`src/rtl/mod_updown_counter.sv`:
```
// Modulo-MODULUS up/down counter with load, wrap/saturate mode, terminal-count pulse and sticky ovf.
// Optional step prescaler enabled by defining COUNTER_PRESCALE_EN.
module mod_updown_counter #(
    parameter int unsigned WIDTH    = 8,
    parameter int unsigned MODULUS  = 256,
    parameter int unsigned PRESCALE = 4
) (
    input  logic             clk,
    input  logic             reset,
    input  logic             en,
    input  logic             up,
    input  logic             sat_mode,
    input  logic             load,
    input  logic [WIDTH-1:0] load_value,
    input  logic             clear_ovf,
    output logic [WIDTH-1:0] value,
    output logic             tc,
    output logic             ovf
);

    localparam logic [WIDTH-1:0] MAX = WIDTH'(MODULUS - 1);

    if (WIDTH < 2 || MODULUS < 2 || 64'(MODULUS) > (64'd1 << WIDTH) || PRESCALE < 1) begin : g_bad_params
        $error("mod_updown_counter: illegal WIDTH/MODULUS/PRESCALE combination");
    end

    logic step;

`ifdef COUNTER_PRESCALE_EN
    localparam int unsigned PW = (PRESCALE > 1) ? $clog2(PRESCALE) : 1;
    localparam logic [PW-1:0] PRE_LAST = PW'(PRESCALE - 1);

    logic [PW-1:0] pre;

    assign step = en && (pre == PRE_LAST);

    // Prescaler advances only on en cycles; load restarts the step interval.
    always_ff @(posedge clk) begin
        if (reset || load) begin
            pre <= '0;
        end else if (en) begin
            pre <= (pre == PRE_LAST) ? '0 : pre + 1'b1;
        end
    end
`else
    assign step = en;
`endif

    always_ff @(posedge clk) begin
        if (reset) begin
            value <= '0;
            tc    <= 1'b0;
            ovf   <= 1'b0;
        end else begin
            tc <= 1'b0;
            if (clear_ovf) begin
                ovf <= 1'b0;
            end
            if (load) begin
                value <= (load_value > MAX) ? MAX : load_value;
            end else if (step) begin
                if (up) begin
                    if (value == MAX) begin
                        // Bound event: later ovf assignment overrides a same-cycle clear.
                        tc    <= 1'b1;
                        ovf   <= 1'b1;
                        value <= sat_mode ? MAX : '0;
                    end else begin
                        value <= value + 1'b1;
                    end
                end else begin
                    if (value == '0) begin
                        tc    <= 1'b1;
                        ovf   <= 1'b1;
                        value <= sat_mode ? '0 : MAX;
                    end else begin
                        value <= value - 1'b1;
                    end
                end
            end
        end
    end

endmodule

```
`config.mk`:
```
export PLATFORM = sky130hd
export DESIGN_NAME = mod_updown_counter
export DESIGN_NICKNAME = d
export VERILOG_FILES = /design/src/rtl/mod_updown_counter.sv
export SDC_FILE = /design/constraint.sdc
export NUM_CORES = 1
export LEC_CHECK = 0
export CORE_MARGIN = 2
export CORE_UTILIZATION = 30
export CTS_BUF_LIST = sky130_fd_sc_hd__clkbuf_16
export DETAILED_ROUTE_END_ITERATION = 6
export GPL_TIMING_DRIVEN = 0
export MAX_ROUTING_LAYER = met4
export PLACE_DENSITY = 0.5
export SLEW_MARGIN = 20
export SYNTH_ARGS = -nofsm -noshare
export SYNTH_HDL_FRONTEND = slang
export SYNTH_SLANG_ARGS = --single-unit
```
`constraint.sdc`:
```
create_clock -name clk -period 2.4 [get_ports clk]
set_input_delay 0.48 -clock clk [delete_from_list [all_inputs] [get_ports clk]]
set_output_delay 0.48 -clock clk [all_outputs]
set_load 0.005 [all_outputs]
```
Word level (Yosys, flattened, before mapping)

Index checks and enable logic that the tools add are counted.

Memories kept: 0
Logic and storage cells: 28
Memory bits (writable): 0
Input port bits: 15
Output and inout bits: 10
Bits in latches: 0
Register bits after elaboration: 10
Memory bits (read-only): 0

Bitwise logic cells: 1
$add $sub $neg: 2
Div/mod/pow operators: 0
Magnitude comparators: 1
Multiplexer cells: 17
Shift-type cells: 0
Eq/ne operators: 1
Reduce and logical (&&, ||, !) cells: 3
$mul: 0

Operator list:

| cell                                              | number |
|---|---|
| two-way mux 8 bit                                 | 8 |
| two-way mux 1 bit                                 | 9 |
| adder 8 x 1 -> 8 bit (second input constant)      | 1 |
| equality test 8 bit (second input constant)       | 1 |
| > comparator 8 bit (second input constant)        | 1 |
| logical NOT 8 bit                                 | 1 |
| subtractor 8 x 1 -> 8 bit (second input constant) | 1 |
| OR reduction 3 bit                                | 1 |
| nonzero test 2 bit                                | 1 |
| NOT 1 bit                                         | 1 |

Longest topological paths before layout

Depth after elaboration: 5
Gate-level depth with buffers: 7
Mapped depth without buffers: 7

Least setup slack after synthesis

OpenSTA, ideal clock, no wires.

Kind: register to register
From: reg value[0]
To: reg value[0]
Arrival: 1717 ps
Buffers on the path: 0
Required time: 2280 ps
Stages on the path, launching flop included: 8
Clock period less this slack: 1837 ps
Setup slack: 563 ps
Library setup time: 120 ps
Cells stage by stage: dfxtp_1 inv_1 ha_1 nor3b_1 nand2_1 o22ai_1 nor2_1 o31a_1

Word-level cells in the longest chain between the ends: 5
Elaborated cells on any way between the ends: 9
Classes of those cells: add/sub: 2; eq/ne: 1; mux: 5; reduce/logical: 1

Ends and longest elaborated chain:

| element                                           | line   | source |
|---|---|---|
| from (decl)                                       | 16     | `output logic [WIDTH-1:0] value,` |
| from (signal assigned)                            | 60     | `value <= (load_value > MAX) ? MAX : load_value;` |
| from (signal assigned)                            | 67     | `value <= sat_mode ? MAX : '0;` |
| from (signal assigned)                            | 69     | `value <= value + 1'b1;` |
| subtractor 8 x 1 -> 8 bit (tied with other cells) | 77     | `value <= value - 1'b1;` |
| two-way mux 8 bit, on equally long branches       | 72, 63 |  |
| two-way mux 8 bit (*)                             | 62     | `if (up) begin` |
| two-way mux 8 bit (*)                             | 61     | `end else if (step) begin` |
| two-way mux 8 bit (*)                             | 59     | `if (load) begin` |

Every way passes the cells marked *; elsewhere a longest branch is shown, timed or not. The select of a mux whose other input is x is not followed.
A chain may end at the register's enable or synchronous reset.

Final worst setup path

From: reg value[0]
To: reg value[2]

Same word-level chain as after synthesis.

==> out/metrics.cfg <==
[sta]
hold_ws_ns=0.469
hold_violations=0
maxSlewViolCount=0
tightest_slew_ns=0.575
rsz0062_at_grt=false
setup_violations=0
relSlewSlack=0.612
fin_skew_ns=0.00532
finalSetupTns_ns=0
fin_ws_ns=0.257
finalCritPeriodShare=0.893
fmax_mhz=467
fin_crit_ns=2.14

[global_route]
grt_pass1_vias=1036
grt_pass1_wl_mm=5.10
grt_max_degree=11
grtUsageTotal=0.194
grt_remaining_overflow=0
antenna_found_initial=0

[route]
ant_nets=0
drc=0
firstDrtPassIters=4
routed_via_density=5.31
wl_per_cell_um=15.4
drt_iter0_drc=38
routed_wl_mm=3.04
routed-via-count=1046

[clock_network]
h-tree-depth=1
cts_made_buffers=3
cts_tree=yes
clk_pin_slew_ns=0.05
ctsResizeCount=0
cts_sinks=10
clockRootBuffer=clkbuf_16
cts-hold-fix-buffers=0
clock_path_buffers=2
post_cts_buffers=0
clock_latency_ns=0.25

[placed_design]
port_buffers=24
place.detailed.hpwl_mm=2.24
place_area_mm2=0.00128
place_ws_ns=0.112
gp_congestion=0.823

[power_and_ir_drop]
power_leakage_nw=0.485
comb_power_share=0.319
p_int_mw=0.522
powerDensity_mw_per_mm2=549
power_frac_clock=0.418
power.switching_mw=0.225
irDropWorstVdd_v=0.000413
seq_power_share=0.263
swShare=0.301

[critical_path]
timing.rr.end=value[2]
cp-start-kind=register
reg2reg_depth=7
slowest_delay_ns=0.40
cp-end-kind=register
cp.arrival_ns=2.26
r2r-start=value[0]
crit_required_ns=2.51
crit_type=register to register
cp_cell_sequence=inv_1 -> ha_1 -> nor3b_2 -> nand2_1 -> a211o_1 -> a21oi_1 -> o22ai_1
cp_max_fo=9
slowest_stage=dfxtp_1
r2r_setup_slack_ns=0.26

[hold_path]
hold_start=ovf
hold_end=ovf
holdCritPathClass=register to register
min_path_cells=2

[synthesis]
postSynthAreaPerCell_um2=7.85
netlist_area_um2=981
ys_seq_area_frac=0.204
yosys_warnings=0
synth_ff_type=dfxtp_1
ys_ff_latch=10
async_reset_ff_frac=0
synthCells=125
synth_edf_count=0
yosysUniqueCellTypes=45
synth_fp_nets=143

[die]
die-area_mm2=0.00374
core-area_mm2=0.00308
placementRows=20
initial_core_util=0.319
io_pins=25
die_x_um=61.2
fp.dieH_um=61.2

[outcome]
outcome=finished, final reports clean

[cells_and_area]
stdcell_area_mm2=0.00136
antenna_cells=0
fin_util=0.442
fillers=326
drive_gt1_frac=0.111
synthToLayoutAreaGrowth_pct=38.6
fin_nets=172

[flow_run]
max_cap_viol_count=0

## through the flow
step | cells | power, mW
after global routing | 197 | 0.787
after CTS | 197 | 0.749
after detailed placement | 193 | 0.434
after global placement | 193 | 0.435
final | 197 | 0.747
after floorplan | 125 | 0.347
## power groups by stage
| stage | clock network, mW | registers (mW) | logic, mW |
|---|---|---|---|
| 5_1_grt | 0.327 | 0.199 | 0.261 |
| 3_5_place_dp | 0 | 0.199 | 0.235 |
| 6_report | 0.312 | 0.197 | 0.238 |
| 4_1_cts | 0.316 | 0.196 | 0.237 |
| 3_3_place_gp | 0 | 0.199 | 0.236 |
| 2_1_floorplan | 0 | 0.196 | 0.151 |
## registers in the layout, summed over array words and instances (netlist names)
register and cells:
ovf 1, value 8, tc 1
## worst max path at each step
stage	startpoint	endpoint	slack, ns	cells past startpoint
2_1_floorplan	value[0]	value[0]	0.56	7
3_3_place_gp	value[1]	value[2]	0.11	7
3_5_place_dp	value[0]	value[2]	0.11	7
4_1_cts	value[0]	value[2]	0.11	7
5_1_grt	value[0]	value[2]	0.14	7
6_report	value[0]	value[2]	0.26	7
## synth_stat cells, types with 2 or more instances
master    number  share of area
ha_1           3          0.038
nand4_1        3          0.019
nor2b_1        4          0.026
a211oi_1       2          0.015
nor3_1         7          0.036
o21ai_1        2          0.010
buf_6          4          0.046
mux2i_1        2          0.020
nand3_1        2          0.010
nand2_1       10          0.038
o221ai_1       2          0.018
dfxtp_1       10           0.20
nor3b_1        3          0.023
xor2_1         2          0.018
inv_1          7          0.027
o31a_1         3          0.027
a21oi_1       10          0.051
o22ai_1        4          0.026
a221oi_1       2          0.018
nor2_1        12          0.046
clkbuf_8       4          0.056
o21ai_0        4          0.020
## cell families after synthesis
group | synth area share
buffers and inverters | 0.133
AOI/OAI and AO/OA | 0.318
xor gates and xnor gates | 0.0179
muxes | 0.0204
DFF | 0.204
adders and majority gates | 0.0383
and+or+nand+nor | 0.269
## per-layer routing
metal	wire (µm)	GRT usage
met2	1340	0.280
met5	0	-
met4	48	0.0621
met3	168	0.0441
met1	1480	0.266
## placed cells by master (no fill, tap or decap), types with 2 or more instances in the layout
master           Yosys  final
a211oi_1             2      2
a21oi_1             10     10
a221oi_1             2      2
buf_6                4      4
clkbuf_16            0      3
clkbuf_8             4      4
clkdlybuf4s50_1      0     24
dfxtp_1             10     10
ha_1                 3      3
inv_1                7      7
mux2i_1              2      2
nand2_1             10     10
nand3_1              2      2
nand4_1              3      3
nor2_1              12     12
nor2b_1              4      4
nor3_1               7      7
nor3b_1              3      2
o21ai_0              4      4
o21ai_1              2      2
o221ai_1             2      2
o22ai_1              4      4
o31a_1               3      3
xor2_1               2      2
## critical path, delay by kind of cell (launching register included)
kind,cells,cell delay (ns)
buffers and inverters,1,0.14
and+or+nand+nor,2,0.57
AOI/OAI and AO/OA,3,0.67
DFF,1,0.40
adders and majority gates,1,0.23
## final cells by class
class / count / area (µm²) / area share
clock buffer: 3 / 75.1 / 0.0552
buffer: 9 / 104 / 0.0764
timing repair buffer: 24 / 240 / 0.177
inverter: 7 / 26.3 / 0.0193
tap: 44 / 55.1 / 0.0405
sequential: 10 / 200 / 0.147
clock inverter: 1 / 3.75 / 0.00276
multi-input combinational: 99 / 656 / 0.482
Power figures use the tool's default switching activity.
